$ cat src/rtl/apb_initiator_pkg.sv
// Shared types and constants for the APB4 initiator.
package apb_initiator_pkg;

    typedef enum logic [1:0] {
        IDLE,
        SETUP,
        ACCESS,
        RESP
    } state_e;

    localparam logic [2:0] APB_PPROT = 3'b000;

endpackage

$ cat src/rtl/apb_initiator.sv
// APB4 initiator: single-outstanding command/response stream to APB transfers,
// with a bounded wait-state timeout on every access.
module apb_initiator
    import apb_initiator_pkg::*;
#(
    parameter int unsigned ADDR_W  = 16,
    parameter int unsigned DATA_W  = 32,
    parameter int unsigned STRB_W  = DATA_W / 8,
    parameter int unsigned TIMEOUT = 255
) (
    input  logic              clk,
    input  logic              rst_n,
    input  logic              cmd_valid,
    output logic              cmd_ready,
    input  logic              cmd_write,
    input  logic [ADDR_W-1:0] cmd_addr,
    input  logic [DATA_W-1:0] cmd_wdata,
    input  logic [STRB_W-1:0] cmd_wstrb,
    output logic              rsp_valid,
    input  logic              rsp_ready,
    output logic [DATA_W-1:0] rsp_rdata,
    output logic              rsp_err,
    output logic              rsp_timeout,
    output logic              psel,
    output logic              penable,
    output logic              pwrite,
    output logic [ADDR_W-1:0] paddr,
    output logic [DATA_W-1:0] pwdata,
    output logic [STRB_W-1:0] pstrb,
    output logic [2:0]        pprot,
    input  logic [DATA_W-1:0] prdata,
    input  logic              pready,
    input  logic              pslverr
);

    localparam int unsigned CNT_W = (TIMEOUT > 0) ? $clog2(TIMEOUT + 1) : 1;

    state_e            state, state_d;
    logic [CNT_W-1:0]  cnt, cnt_d;
    logic              psel_d, penable_d, pwrite_d;
    logic [ADDR_W-1:0] paddr_d;
    logic [DATA_W-1:0] pwdata_d;
    logic [STRB_W-1:0] pstrb_d;
    logic              rsp_valid_d, rsp_err_d, rsp_timeout_d;
    logic [DATA_W-1:0] rsp_rdata_d;

    assign cmd_ready = (state == IDLE);
    assign pprot     = APB_PPROT;

    // State, wait counter and every registered output.
    always_ff @(posedge clk or negedge rst_n) begin
        if (!rst_n) begin
            state       <= IDLE;
            cnt         <= '0;
            psel        <= 1'b0;
            penable     <= 1'b0;
            pwrite      <= 1'b0;
            paddr       <= '0;
            pwdata      <= '0;
            pstrb       <= '0;
            rsp_valid   <= 1'b0;
            rsp_rdata   <= '0;
            rsp_err     <= 1'b0;
            rsp_timeout <= 1'b0;
        end else begin
            state       <= state_d;
            cnt         <= cnt_d;
            psel        <= psel_d;
            penable     <= penable_d;
            pwrite      <= pwrite_d;
            paddr       <= paddr_d;
            pwdata      <= pwdata_d;
            pstrb       <= pstrb_d;
            rsp_valid   <= rsp_valid_d;
            rsp_rdata   <= rsp_rdata_d;
            rsp_err     <= rsp_err_d;
            rsp_timeout <= rsp_timeout_d;
        end
    end

    // Next state and next output values; APB fields hold unless a command is taken.
    always_comb begin
        state_d       = state;
        cnt_d         = cnt;
        psel_d        = psel;
        penable_d     = penable;
        pwrite_d      = pwrite;
        paddr_d       = paddr;
        pwdata_d      = pwdata;
        pstrb_d       = pstrb;
        rsp_valid_d   = rsp_valid;
        rsp_rdata_d   = rsp_rdata;
        rsp_err_d     = rsp_err;
        rsp_timeout_d = rsp_timeout;

        case (state)
            IDLE: begin
                if (cmd_valid) begin
                    state_d  = SETUP;
                    cnt_d    = '0;
                    psel_d   = 1'b1;
                    pwrite_d = cmd_write;
                    paddr_d  = cmd_addr;
                    pwdata_d = cmd_wdata;
                    pstrb_d  = cmd_write ? cmd_wstrb : '0;
                end
            end
            SETUP: begin
                state_d   = ACCESS;
                penable_d = 1'b1;
            end
            ACCESS: begin
                // pready wins over a timeout landing in the same cycle.
                if (pready) begin
                    state_d       = RESP;
                    psel_d        = 1'b0;
                    penable_d     = 1'b0;
                    rsp_valid_d   = 1'b1;
                    rsp_rdata_d   = pwrite ? '0 : prdata;
                    rsp_err_d     = pslverr;
                    rsp_timeout_d = 1'b0;
                end else if ((TIMEOUT != 0) && (cnt == CNT_W'(TIMEOUT - 1))) begin
                    state_d       = RESP;
                    psel_d        = 1'b0;
                    penable_d     = 1'b0;
                    rsp_valid_d   = 1'b1;
                    rsp_rdata_d   = '0;
                    rsp_err_d     = 1'b1;
                    rsp_timeout_d = 1'b1;
                end else if (cnt != '1) begin
                    cnt_d = cnt + CNT_W'(1);
                end
            end
            RESP: begin
                if (rsp_ready) begin
                    state_d     = IDLE;
                    rsp_valid_d = 1'b0;
                end
            end
            default: state_d = IDLE;
        endcase
    end

endmodule

$ cat config.mk
export PLATFORM = sky130hd
export DESIGN_NAME = apb_initiator
export DESIGN_NICKNAME = d
export VERILOG_FILES = /design/src/rtl/apb_initiator_pkg.sv /design/src/rtl/apb_initiator.sv
export SDC_FILE = /design/constraint.sdc
export NUM_CORES = 1
export LEC_CHECK = 0
export ABC_AREA = 1
export CELL_PAD_IN_SITES_DETAIL_PLACEMENT = 0
export CELL_PAD_IN_SITES_GLOBAL_PLACEMENT = 1
export CORE_MARGIN = 2
export CORE_UTILIZATION = 33
export CTS_CLUSTER_DIAMETER = 150
export DETAILED_ROUTE_END_ITERATION = 6
export PLACE_DENSITY_LB_ADDON = 0.1
export SETUP_SLACK_MARGIN = 0.15
export SLEW_MARGIN = 20
export SYNTH_ARGS = -nofsm -noshare
export SYNTH_HDL_FRONTEND = slang
export SYNTH_SLANG_ARGS = --single-unit
export TNS_END_PERCENT = 1
$ cat constraint.sdc
create_clock -name clk -period 3.85 [get_ports clk]
set_clock_uncertainty 0.05 [all_clocks]
set_input_delay 1.155 -clock clk [delete_from_list [all_inputs] [get_ports clk]]
set_output_delay 1.155 -clock clk [all_outputs]
set_load 0.01 [all_outputs]
==> results of run 1 <==
==> area by class of cell <==
class                           count  area, sq um
Fill cell                        1223         6160
Multi-Input combinational cell    350         1565
Clock inverter                      3        15.01
Tap cell                          172        215.2
Clock buffer                       11        242.7
Sequential cell                   100         2502
Timing Repair Buffer              186         1859
Inverter                           16        60.06
==> kinds of logic after synthesis <==
logic type,Yosys count,share of synthesized area (%)
other cells,1,0.08761
compound gates,22,3.274
fa+ha+maj,6,1.754
simple gates,319,31.22
flops,100,58.46
buf+inv,42,5.203
==> where the power goes <==
group          total [mW]  switching (mW)  internal, mW
clock               0.826           0.380         0.446
sequential           1.79           0.267          1.52
combinational        2.25            1.10          1.15
==> through the flow <==
step	worst slack (ps)	cell area (sq um)	hold WS [ps]	util, %	cells
floorplan	1872	4288	419.9	-	492
global placement	914.0	6202	403.9	49.15	824
detailed placement	866.5	6202	408.7	49.15	824
CTS	917.6	6460	423.5	51.19	838
global route	872.5	6460	436.2	51.19	838
finish	947.1	6460	418.2	51.19	838
==> synth_stat cells (all sizes together) <==
cell    instances
a21oi           2
a31oi           1
and2            1
buf            17
clkbuf          9
conb            1
dfrtp         100
ha              6
inv            16
nand2         258
nand3          46
nand4           3
nor2            7
o21ai          18
o21bai          1
or2             4
==> how the worst max path moves through the flow <==
stage	startpoint	to	slack, ps	depth (start not counted)
6_report	state[0]	cmd_ready	950	3
5_1_grt	state[0]	cmd_ready	870	3
4_1_cts	state[0]	cmd_ready	920	3
3_5_place_dp	cmd_valid	pwdata[4]	870	6
3_3_place_gp	cmd_valid	pwdata[26]	910	6
2_1_floorplan	cmd_valid	cnt[3]	1870	7
==> sequential cells by signal (all words and copies together) (netlist names) <==
register	flops
pwdata	32
rsp_rdata	32
paddr	16
cnt	8
pstrb	4
state	2
penable	1
psel	1
pwrite	1
rsp_err	1
rsp_timeout	1
rsp_valid	1
==> layout by cell type (no fill, tap or decap), types with 4 or more instances in the layout <==
cell / n
buf_4: 5
clkbuf_16: 9
clkdlybuf4s50_1: 180
dfrtp_1: 100
ha_1: 6
inv_1: 14
nand2_1: 241
nand2_2: 14
nand3_1: 46
nor2_1: 5
o21ai_0: 10
o21ai_2: 6
or2_2: 4
==> layer usage <==
metal	up-vias	share of wire [%]
li1	1869	-
met1	1709	45
met2	115	46
met3	11	7.9
met4	0	1.5
met5	-	0
==> critical path: cells and delay by family, from the launching register on <==
kind / cells / cell delay (ps)
flip-flops: 1 / 390
buffers and inverters: 2 / 690
adder cells (fa/ha/maj): 1 / 270
==> results.md, run 1 <==
* CTS tree: built
* Fmax at 344.5 MHz
* Slowest-stage cell, CP: clkdlybuf4s50_1
* Postcts setup bufs at 0
* Netlist cell types at 26
* FF-to-FF setup slack at 1750 ps
* Crit. End Element: primary output
* Clk_lat worst skew at roughly 340 ps
* Setup Viol. Count Final at 0
* Register clock-pin slew on the reported worst setup and hold paths at 60 ps
* Met2 Use GR at 27.00%
* Final TNS setup at 0 ps
* Final hold vios at 0
* Fin crit period at a little under 3000 ps
* Gpl congestion at 0.7620
* I/O pins at 185
* R2r startpoint: state[0]
* Largest net degree at the start of global routing at 52
* DP Wirelength at 7.934 mm
* Root buffer cell: clkbuf_16
* Die area at 0.01390 sq mm
* H-tree levels at 3
* R2R depth at 7
* Min-delay src: rsp_rdata[20]
* Max-cap violations at 0
* CTS Hold Buffers Added at 0
* Synth-to-Final Area Change at 50.92%
* Residual DRC count at 0
* Avg Vias per Cell at 4.420
* Met1 Track Usage GR at 21.98%
* Die outline width at 117.9 microns
* Yosys top cell area share at 58.46%
* N_diodes at 0
* VDD IR max at 0.3591 mV
* First-pass GRT wire length at 19.09 mm
* Die Y at 117.9 microns
* Hold path endpoint: rsp_rdata[20]
* Slew Limit Fails at 0
* Detailed Routing Iterations Pass 1 at 4
* Hold Path Stages at 2
* Worst slew margin at 28.04%
* Layout cells sized above 1 at 7.808%
* Vias in the first global route at 3723
* Initial antenna violation count at 0
* Clk sink count at 100
* Synth top area cells: dfrtp_1, nand2_1, nand3_1
* CP required at 2640 ps
* Initial Util at about a third
* Total power at 4.858 mW
* Fin nets at between 700 and 800
* Most Crowded Layer GR: met2
* Worst Hold Class: flip-flop to flip-flop
* Core Rows at 41
* Crit share post-route at between 70% and 80%
* Max clock buf depth at 2
* Avg WL per Cell at 13.72 microns
* Power density over the cells at 752.0 mW/mm^2
* Avg Inst Size Synth at 8.735 sq um
* Number of buffers created by CTS at 9
* Crit path DAT at 1700 ps
* Grt met3 use at between 5 and 6%
* Cells after Synth at between 400 and 500
* Core Region at 0.01262 sq mm
* Cell taking the most area after synthesis: dfrtp_1
* Grt ovf at 0
* Worst-Margin Slew at about 1100 ps
* Post-synthesis sequential element count at 100
* Routed vias at between 3000 and 4000
* Post-CTS Resized at 0
* Routed Antenna Nets at 0
* Synth Cell Area at 0.004280 sq mm
* CP Launch Type: flip-flop
* Port bufs at between 150 and 200
* Post-synthesis sequential area ratio at roughly three fifths
* Static Leak at 3.089 nW
* Final Routed Wirelength at 11.50 mm
* Reg-to-reg endpoint: pwdata[4]
* Outcome: completed
* Worst Setup Path Type: flip-flop to primary output
* CP max stage delay at 580 ps
* Cells along the critical path: inv_1 -> ha_1 -> clkdlybuf4s50_1
* Iteration-0 DRC Markers at 169
* RSZ-0062 raised after global routing: false
* Crit Path Max Fanout at 4
* Global Route Usage Sum at 17.23%
* Synth Warn # at 0
(Power assumes the default switching activity.)
==> run 2: changes to the inputs <==
Settings changed: CORE_UTILIZATION 33 to 30.
Clock period 3.85 ns to 3 ns, I/O delays scaled along.
==> run 2 against run 1 <==
Compared with the run above: register-to-register slack worse by 800 ps; core utilization is 4.5 points lower; first-iteration DRC count rose by 14%; worst hold slack improved by 4.1 ps; final cell count increased by 1.3%; non-clock buffer count grew 2; flip-flop and latch count stayed put; critical endpoint unchanged; count of clock-buffer cells in the layout stayed put.
==> results.md, run 2 (synthesis gave the netlist of run 1 again) <==
* R2r startpoint: state[0] (unchanged)
* Routed Antenna Nets at 0 (unchanged)
* Global Route Usage Sum at 15.81% (was 17.23%)
* Iteration-0 DRC Markers at 193 (was 169)
* Core Rows at 43 (was 41)
* Power density over the cells at 965.4 mW/mm^2 (was 752.0 mW/mm^2)
* Avg WL per Cell at 13.82 microns (was 13.72 microns)
* Number of buffers created by CTS at 9 (unchanged)
* First-pass GRT wire length at 18.60 mm (was 19.09 mm)
* Residual DRC count at 0 (unchanged)
* Detailed Routing Iterations Pass 1 at 6 (was 4)
* Routed vias at 3703 (was 3704)
* Worst setup startpoint: state[0] (unchanged)
* VDD IR max at 0.3503 mV (was 0.3591 mV)
* Worst slew margin at 56.05% (was 28.04%)
* Fmax at 376.4 MHz
* Final hold vios at 0 (unchanged)
* Most frequent cells in the layout: nand2_1, clkdlybuf4s50_1, dfrtp_1 (unchanged)
* Initial antenna violation count at 0 (unchanged)
* Postcts setup bufs at 0 (unchanged)
* Final Routed Wirelength at 11.73 mm (was 11.50 mm)
* Fin nets at 762 (was 760)
* Die outline width at 123.5 microns (was 117.9 microns)
* CP required at 2050 ps (was 2640 ps)
* Register clock-pin slew on the reported worst setup and hold paths at 60 ps (about the same)
* Worst-Margin Slew at 659.3 ps (was 1078 ps)
* CP Launch Type: flip-flop (unchanged)
* Clk sink count at 100 (unchanged)
* Static Leak at 3.100 nW (was 3.089 nW)
* Most common cell after layout, fill and taps aside: nand2_1 (unchanged)
* Worst Hold Class: flip-flop to flip-flop (unchanged)
* Core Region at 0.01393 sq mm (was 0.01262 sq mm)
* RSZ-0062 raised after global routing: false (unchanged)
* Avg Vias per Cell at 4.362 (was 4.420)
* Layout cells sized above 1 at 8.371% (was 7.808%)
* Biggest regs: pwdata x32, rsp_rdata x32, paddr x16 (unchanged)
* Root buffer cell: clkbuf_16 (unchanged)
* Grt ovf at 0 (unchanged)
* I/O pins at 185 (unchanged)
* Crit. End Element: primary output (unchanged)
* Outcome: completed (unchanged)
* Post-CTS Resized at 0 (unchanged)
* Max clock buf depth at 2 (unchanged)
* Crit Path Max Fanout at 4 (unchanged)
* Clk_lat worst skew at 340 ps (about the same)
* Place WS at 584.0 ps (was 866.5 ps)
* Crit path DAT at 1710 ps (was 1700 ps)
* Max-cap violations at 0 (unchanged)
* Final TNS setup at 0 ps (unchanged)
* CTS tree: built (unchanged)
* Port bufs at 181 (unchanged)
* Largest net degree at the start of global routing at 57 (was 52)
* Slew Limit Fails at 0 (unchanged)
* Worst Setup Path Type: flip-flop to primary output (unchanged)
* Vias in the first global route at 3701 (was 3723)
* Die Y at 123.5 microns (was 117.9 microns)
* Initial Util at 30.72% (was 33.92%)
* DP Wirelength at 8.270 mm (was 7.934 mm)
* Min-delay src: rsp_rdata[13] (was rsp_rdata[20])
* Setup Viol. Count Final at 0 (unchanged)
* Crit share post-route at 88.55%
* H-tree levels at 3 (unchanged)
* Die area at 0.01524 sq mm (was 0.01390 sq mm)
* Synth-to-Final Area Change at 51.97% (was 50.92%)
* Setup ws final at 343.5 ps (was 947.1 ps)
* N_diodes at 0 (unchanged)
* CTS Hold Buffers Added at 0 (unchanged)
* Fin crit period at 2657 ps
* Gpl congestion at 0.7280 (was 0.7620)
run 2: changes by cell type in the layout (fill, tap and decap cells not counted), sizes merged:
cell / before / now
buf: 6 / 8
clkinvlp: 0 / 2
clkinv: 3 / 2
run 2: worst paths after layout:
path / end / slack [ps] / depth (start not counted)
max in group asynchronous: rsp_rdata[31] / 1750 / 2
max reg2reg: cnt[7] / 950 / 8
max: cmd_ready / 340 / 3
min in group asynchronous: cnt[5] / 520 / 1
min: rsp_rdata[13] / 420 / 2
min reg2reg: rsp_rdata[13] / 420 / 2
run 2: layout make-up:
cell class / count / area [sq um]
Sequential cell: 100 / 2502
Inverter: 16 / 60.06
Timing Repair Buffer: 188 / 1874
Fill cell: 1349 / 7430
Clock buffer: 11 / 252.7
Clock inverter: 4 / 25.02
Tap cell: 180 / 225.2
Multi-Input combinational cell: 350 / 1565
run 2: power by group:
part	internal, mW	leakage [nW]	switching [mW]	total (mW)
combinational	1.48	1.70	1.42	2.90
clock	0.600	0.133	0.486	1.09
sequential	1.95	1.27	0.348	2.30
total	4.03	3.10	2.25	6.28
run 2: critical path, cell delays in order, from the launching register on:
cell and delay, ps:
dfrtp_1 410, inv_1 110, ha_1 260, clkdlybuf4s50_1 590
run 2: routing by layer:
metal	vias to the layer above	global-route usage, %	share of wire [%]
met5	-	0	0
met4	0	6.463	1.9
met3	11	5.304	8.5
met2	123	24.04	46
met1	1699	20.67	44
li1	1870	-	-
run 2: per-stage QoR:
step	hold WS [ps]	power (mW)	area (sq um)	util, %	instances
6_report	422.3	6.280	6505	46.68	849
5_1_grt	445.0	6.792	6505	46.68	849
4_1_cts	425.5	6.400	6505	46.68	849
3_5_place_dp	410.3	5.260	6227	44.69	834
3_3_place_gp	401.7	5.218	6227	44.69	834
2_1_floorplan	419.9	3.668	4288	-	492
